==> config.mk <==
export PLATFORM = sky130hd
export DESIGN_NAME = ram128_arbiter
export DESIGN_NICKNAME = d
export VERILOG_FILES = /design/src/rtl/ram128_arbiter_pkg.sv /design/src/rtl/ram128_arbiter_rr_arb2.sv /design/src/rtl/ram128_arbiter.sv
export SDC_FILE = /design/constraint.sdc
export NUM_CORES = 1
export LEC_CHECK = 0
export ABC_AREA = 1
export CAP_MARGIN = 0
export CORE_AREA = 2 2 92 94
export CTS_BUF_LIST = sky130_fd_sc_hd__clkbuf_4
export DETAILED_ROUTE_END_ITERATION = 12
export DIE_AREA = 0 0 94 96
export PLACE_DENSITY = 0.7
export SETUP_SLACK_MARGIN = 0.3
export SYNTH_ARGS = -nofsm -noshare
export SYNTH_HDL_FRONTEND = slang
export SYNTH_SLANG_ARGS = --single-unit
==> constraint.sdc <==
create_clock -name CLK -period 3.1 [get_ports CLK]
set_input_delay 0.62 -clock CLK [delete_from_list [all_inputs] [get_ports CLK]]
set_output_delay 0.62 -clock CLK [all_outputs]
set_load 0.05 [all_outputs]
==> src/rtl/ram128_arbiter_pkg.sv <==
// Shared types and constants for the RAM128 two-requester controller.
// Holds the controller FSM states, the grant encoding and the zero-fill bounds.
package ram128_ctrl_pkg;

  typedef enum logic {ST_INIT, ST_RUN} state_e;
  typedef enum logic {GNT_A, GNT_B} grant_e;

  localparam int AW_DEF    = 7;
  localparam int DEPTH     = 2 ** AW_DEF;
  localparam int INIT_LAST = DEPTH - 1;

  // Last address written by the zero-fill for an arbitrary address width.
  function automatic int init_last(input int aw);
    return (2 ** aw) - 1;
  endfunction

endpackage

==> src/rtl/ram128_arbiter_rr_arb2.sv <==
// Two-way arbiter: combinational grant from the current requests.
// A remembered last winner decides ties unless A is given fixed priority.
module rr_arb2
  import ram128_ctrl_pkg::*;
#(
  parameter int FIXED_PRIO = 0
) (
  input  logic       clk,
  input  logic       rst,
  input  logic [1:0] req,
  input  logic       advance,
  output logic [1:0] gnt
);

  grant_e last;

  always_comb begin
    gnt = 2'b00;
    case (req)
      2'b01:   gnt = 2'b01;
      2'b10:   gnt = 2'b10;
      2'b11:   gnt = ((FIXED_PRIO != 0) || (last == GNT_B)) ? 2'b01 : 2'b10;
      default: gnt = 2'b00;
    endcase
  end

  // Starts as B so that A wins the first tie after reset.
  always_ff @(posedge clk) begin
    if (rst) begin
      last <= GNT_B;
    end else if (advance && gnt[0]) begin
      last <= GNT_A;
    end else if (advance && gnt[1]) begin
      last <= GNT_B;
    end
  end

endmodule

==> src/rtl/ram128_arbiter.sv <==
// RAM128 front end: zero-fills the array, then arbitrates one access per cycle
// between requesters A and B, returning read data with a fixed 1-cycle latency.
module ram128_arbiter
  import ram128_ctrl_pkg::*;
#(
  parameter int WSIZE       = 4,
  parameter int AW          = 7,
  parameter int FIXED_PRIO  = 0,
  parameter int INIT_ON_RST = 1
) (
  input  logic               CLK,
  input  logic               RST,
  input  logic               init_req,
  output logic               init_done,
  input  logic               a_req,
  input  logic [WSIZE-1:0]   a_we,
  input  logic [AW-1:0]      a_addr,
  input  logic [WSIZE*8-1:0] a_wdata,
  output logic               a_gnt,
  output logic               a_rvalid,
  output logic [WSIZE*8-1:0] a_rdata,
  input  logic               b_req,
  input  logic [WSIZE-1:0]   b_we,
  input  logic [AW-1:0]      b_addr,
  input  logic [WSIZE*8-1:0] b_wdata,
  output logic               b_gnt,
  output logic               b_rvalid,
  output logic [WSIZE*8-1:0] b_rdata,
  output logic [WSIZE-1:0]   WE0,
  output logic               EN0,
  output logic [AW-1:0]      A0,
  output logic [WSIZE*8-1:0] Di0,
  input  logic [WSIZE*8-1:0] Do0
);

  localparam int     LAST_CNT  = init_last(AW);
  localparam state_e RST_STATE = (INIT_ON_RST != 0) ? ST_INIT : ST_RUN;

  state_e      state;
  state_e      state_nxt;
  logic [AW:0] cnt;
  logic        run;
  logic        fill_end;
  logic [1:0]  gnt;
  logic        a_rv_q;
  logic        b_rv_q;

  assign run      = (state == ST_RUN) && !RST;
  assign fill_end = (cnt == LAST_CNT[AW:0]);

  rr_arb2 #(
    .FIXED_PRIO(FIXED_PRIO)
  ) u_arb (
    .clk    (CLK),
    .rst    (RST),
    .req    ({b_req, a_req} & {2{run}}),
    .advance(run),
    .gnt    (gnt)
  );

  assign a_gnt     = gnt[0];
  assign b_gnt     = gnt[1];
  assign init_done = (state == ST_RUN);
  assign a_rdata   = Do0;
  assign b_rdata   = Do0;
  // Reset kills a response already in flight in the same cycle.
  assign a_rvalid  = a_rv_q && !RST;
  assign b_rvalid  = b_rv_q && !RST;

  always_comb begin
    state_nxt = state;
    EN0       = 1'b0;
    WE0       = '0;
    A0        = '0;
    Di0       = '0;
    case (state)
      ST_INIT: begin
        EN0 = !RST;
        WE0 = {WSIZE{!RST}};
        A0  = cnt[AW-1:0];
        if (fill_end) state_nxt = ST_RUN;
      end
      ST_RUN: begin
        if (init_req) state_nxt = ST_INIT;
        if (gnt[0]) begin
          EN0 = 1'b1;
          WE0 = a_we;
          A0  = a_addr;
          Di0 = a_wdata;
        end else if (gnt[1]) begin
          EN0 = 1'b1;
          WE0 = b_we;
          A0  = b_addr;
          Di0 = b_wdata;
        end
      end
      default: state_nxt = RST_STATE;
    endcase
  end

  always_ff @(posedge CLK) begin
    if (RST) begin
      state <= RST_STATE;
    end else begin
      state <= state_nxt;
    end
  end

  always_ff @(posedge CLK) begin
    if (RST) begin
      cnt <= '0;
    end else if (state == ST_INIT) begin
      cnt <= fill_end ? '0 : cnt + 1'b1;
    end else if (init_req) begin
      cnt <= '0;
    end
  end

  always_ff @(posedge CLK) begin
    if (RST) begin
      a_rv_q <= 1'b0;
      b_rv_q <= 1'b0;
    end else begin
      a_rv_q <= gnt[0] && (a_we == '0);
      b_rv_q <= gnt[1] && (b_we == '0);
    end
  end

endmodule

==> qor.yml <==
grt_pass1_vias: 1691
synth_top_cells_by_area: "buf_4 (28%), a22o_1 (17%), dfxtp_1 (14%)"
setup_viol: 0
drt_iter0_drc: 61
cp-end-kind: "output port"
crit_fanout: 42
ys_async_sr_fraction_pct: 0
leakage_nw: 1.27
cp-endpoint: "A0[5]"
synthSimpleGateAreaFrac_pct: 22.2
synth_top_family_by_area: "buffers and inverters"
p_switching_w: 0.000123
wirelength_um: 6520
grt_max_degree: 43
dp_hpwl_um: 5290
nets: 434
cts_sinks: 12
min_from: "cnt[7]$_SDFFE_PP0P_"
period_minus_slack_ns: 2.68
pwr-share-seq_pct: 35.0
ir_worst_vdd_mv: 0.0856
io-pin-count: 236
antenna_found_initial: 0
synth_edf_count: 0
die_area_sq_mm: 0.00902
track_usage_pct: 12.2
synth.area.mux_share_pct: 0
ant_nets: 0
max_cap_viol_count: 0
grt_overflow: 0
insertion_delay_ns: 0.27
outcome: "finished clean"
total_power_w: 0.000460
netlist_instances: 237
synthMostInstantiatedCell: "buf_4"
place_congestion: 0.824
cp.required_ns: 2.48
drv_slew: 0
h-tree-depth: 1
diodes: 0
yosysTopAreaCell: "buf_4"
arrival_ns: 2.06
post-cts-setup-buffers: 0
startpoint: "a_req"
swShare_pct: 26.8
area_delta_synth_final_pct: 90.2
ys_ff_latch: 12
core_sq_mm: 0.00805
fmax_mhz: 373
syn_area_per_cell_sq_um: 7.12
synth.distinct_cells: 24
drt_first_pass_iters: 4
reg2reg_slack_ns: 1.68
post_drt_wl_per_cell_um: 15.7
pwr-share-comb_pct: 43.5
p_int_w: 0.000337
slew_headroom_pct: 67.5
setup_slack_ns: 0.417
rsz0062_at_grt: "no"
cts_tree: "done"
viasPerCell: 4.28
cts_root_buf: "clkbuf_4"
skew_ns: 0.00912
crit_path_start_kind: "input port"
drc: 0
setup_tns_ns: 0
fp.dieH_um: 96
synth_common_cells: "buf_4 (64), nand2_1 (52), a22o_1 (32), inv_1 (15), dfxtp_1 (12)"
chipWidth_um: 94
clk_pin_slew_ns: 0.08
dp_slack_ns: 0.200
min_period_over_period_pct: 86.5
reg2reg_depth: 7
synth-compound-area-share_pct: 23.9
yosysSeqAreaShare_pct: 14.2
portBuffers: 139
drive_gt1_share_pct: 21.4
reg2reg_to: "cnt[6]$_SDFFE_PP0P_"
cellPowerDensity_mw_per_mm2: 143
yosys.area_share.adder_pct: 0.742
path_class: "in -> out"
clockBufferDepth: 2
timing.hold.ws_ns: 0.489
reg2reg_from: "cnt[1]$_SDFFE_PP0P_"
ys.warnings.count: 0
p_clk_share_pct: 21.5
synth_xor_area_share_pct: 0
grt_pass1_wl_um: 8630
synth_top_area_share_pct: 28.5
synth.cell_area_sq_mm: 0.00169
worst_pin_slew_ns: 0.486
placementRows: 33
hold_viol_final: 0
start_util_pct: 20.9
syn_nets: 361
numCtsBuffers: 3
vias: 1770
synth-main-ff-cell: "dfxtp_1"
hold_path_class: "reg -> reg"
==> cells by family (layout without fill, tap and decap cells) <==
kind of cell | after synthesis | in the layout
buffers and inverters | 92 | 164
and+or+nand+nor | 79 | 79
AOI/OAI and AO/OA | 53 | 53
DFF | 12 | 12
adders and majority gates | 1 | 1
==> what timing repair did <==
item | in CTS | in global routing
setup endpoints to repair | 41 | 33
pin swaps | 0 | 1
gates resized for setup | 5 | 6
cloned | 0 | 1
hold buffers | 0 | 0
==> worst min path at each step <==
stage | to | depth (start not counted)
final | cnt[7]$_SDFFE_PP0P_ | 2
after global routing | cnt[7]$_SDFFE_PP0P_ | 2
after CTS | cnt[7]$_SDFFE_PP0P_ | 2
after detailed placement | cnt[7]$_SDFFE_PP0P_ | 2
after global placement | cnt[7]$_SDFFE_PP0P_ | 2
after floorplan | cnt[7]$_SDFFE_PP0P_ | 2
==> critical path, cell delays in order <==
cell and delay, ns:
clkdlybuf4s50_1 0.48, nand2_1 0.15, nand3_4 0.14, inv_8 0.26, nand2_1 0.08, o211ai_1 0.16
buf_12 0.18
==> state kept, by name, indices dropped and copies added (netlist names) <==
signal,cells
a_rv_q,1
b_rv_q,1
cnt,8
u_arb.last,1
init_done,1
==> cells in the final DEF (no fill, tap or decap), drive strengths merged <==
master | netlist | final
clkdlybuf4s50 | 0 | 89
nand2 | 52 | 52
buf | 74 | 50
a22o | 32 | 32
inv | 18 | 17
nand3 | 13 | 13
dfxtp | 12 | 12
nor2 | 9 | 9
a21oi | 8 | 8
o21ai | 7 | 7
clkbuf | 0 | 4
o211ai | 3 | 3
o221ai | 2 | 2
nor4 | 2 | 2
nand4 | 2 | 2
dlymetal6s2s | 0 | 2
clkinv | 0 | 2
a22oi | 1 | 1
or2 | 1 | 1
ha | 1 | 1
==> metal layers <==
metal	GRT usage (%)	vias up	share of wire (%)
met1	14.2	798	38
li1	-	885	-
met2	21.8	74	53
met3	2.74	13	7.9
met4	4.95	0	1.5
met5	0	-	0
==> stage by stage <==
step,utilization [%],instances,cell area (sq um)
finish,39.8,414,3210
global route,39.8,414,3210
detailed placement,38.6,409,3110
global placement,38.6,409,3110
floorplan,-,237,1690
CTS,39.2,413,3160
==> power groups by stage <==
stage / registers (W) / clock network (W) / logic [W]
finish: 0.000161 / 0.0000991 / 0.000200
global route: 0.000161 / 0.000111 / 0.000211
CTS: 0.000161 / 0.000103 / 0.000202
detailed placement: 0.000165 / 0 / 0.000200
global placement: 0.000164 / 0 / 0.000198
floorplan: 0.000164 / 0 / 0.000266
==> cell type report <==
cell class	instances	area, sq um
Clock buffer	3	22.5
Clock inverter	1	3.75
Fill cell	797	4840
Inverter	18	87.6
Multi-Input combinational cell	133	818
Sequential cell	12	240
Tap cell	105	131
Timing Repair Buffer	142	1900
(Power assumes the default switching activity.)
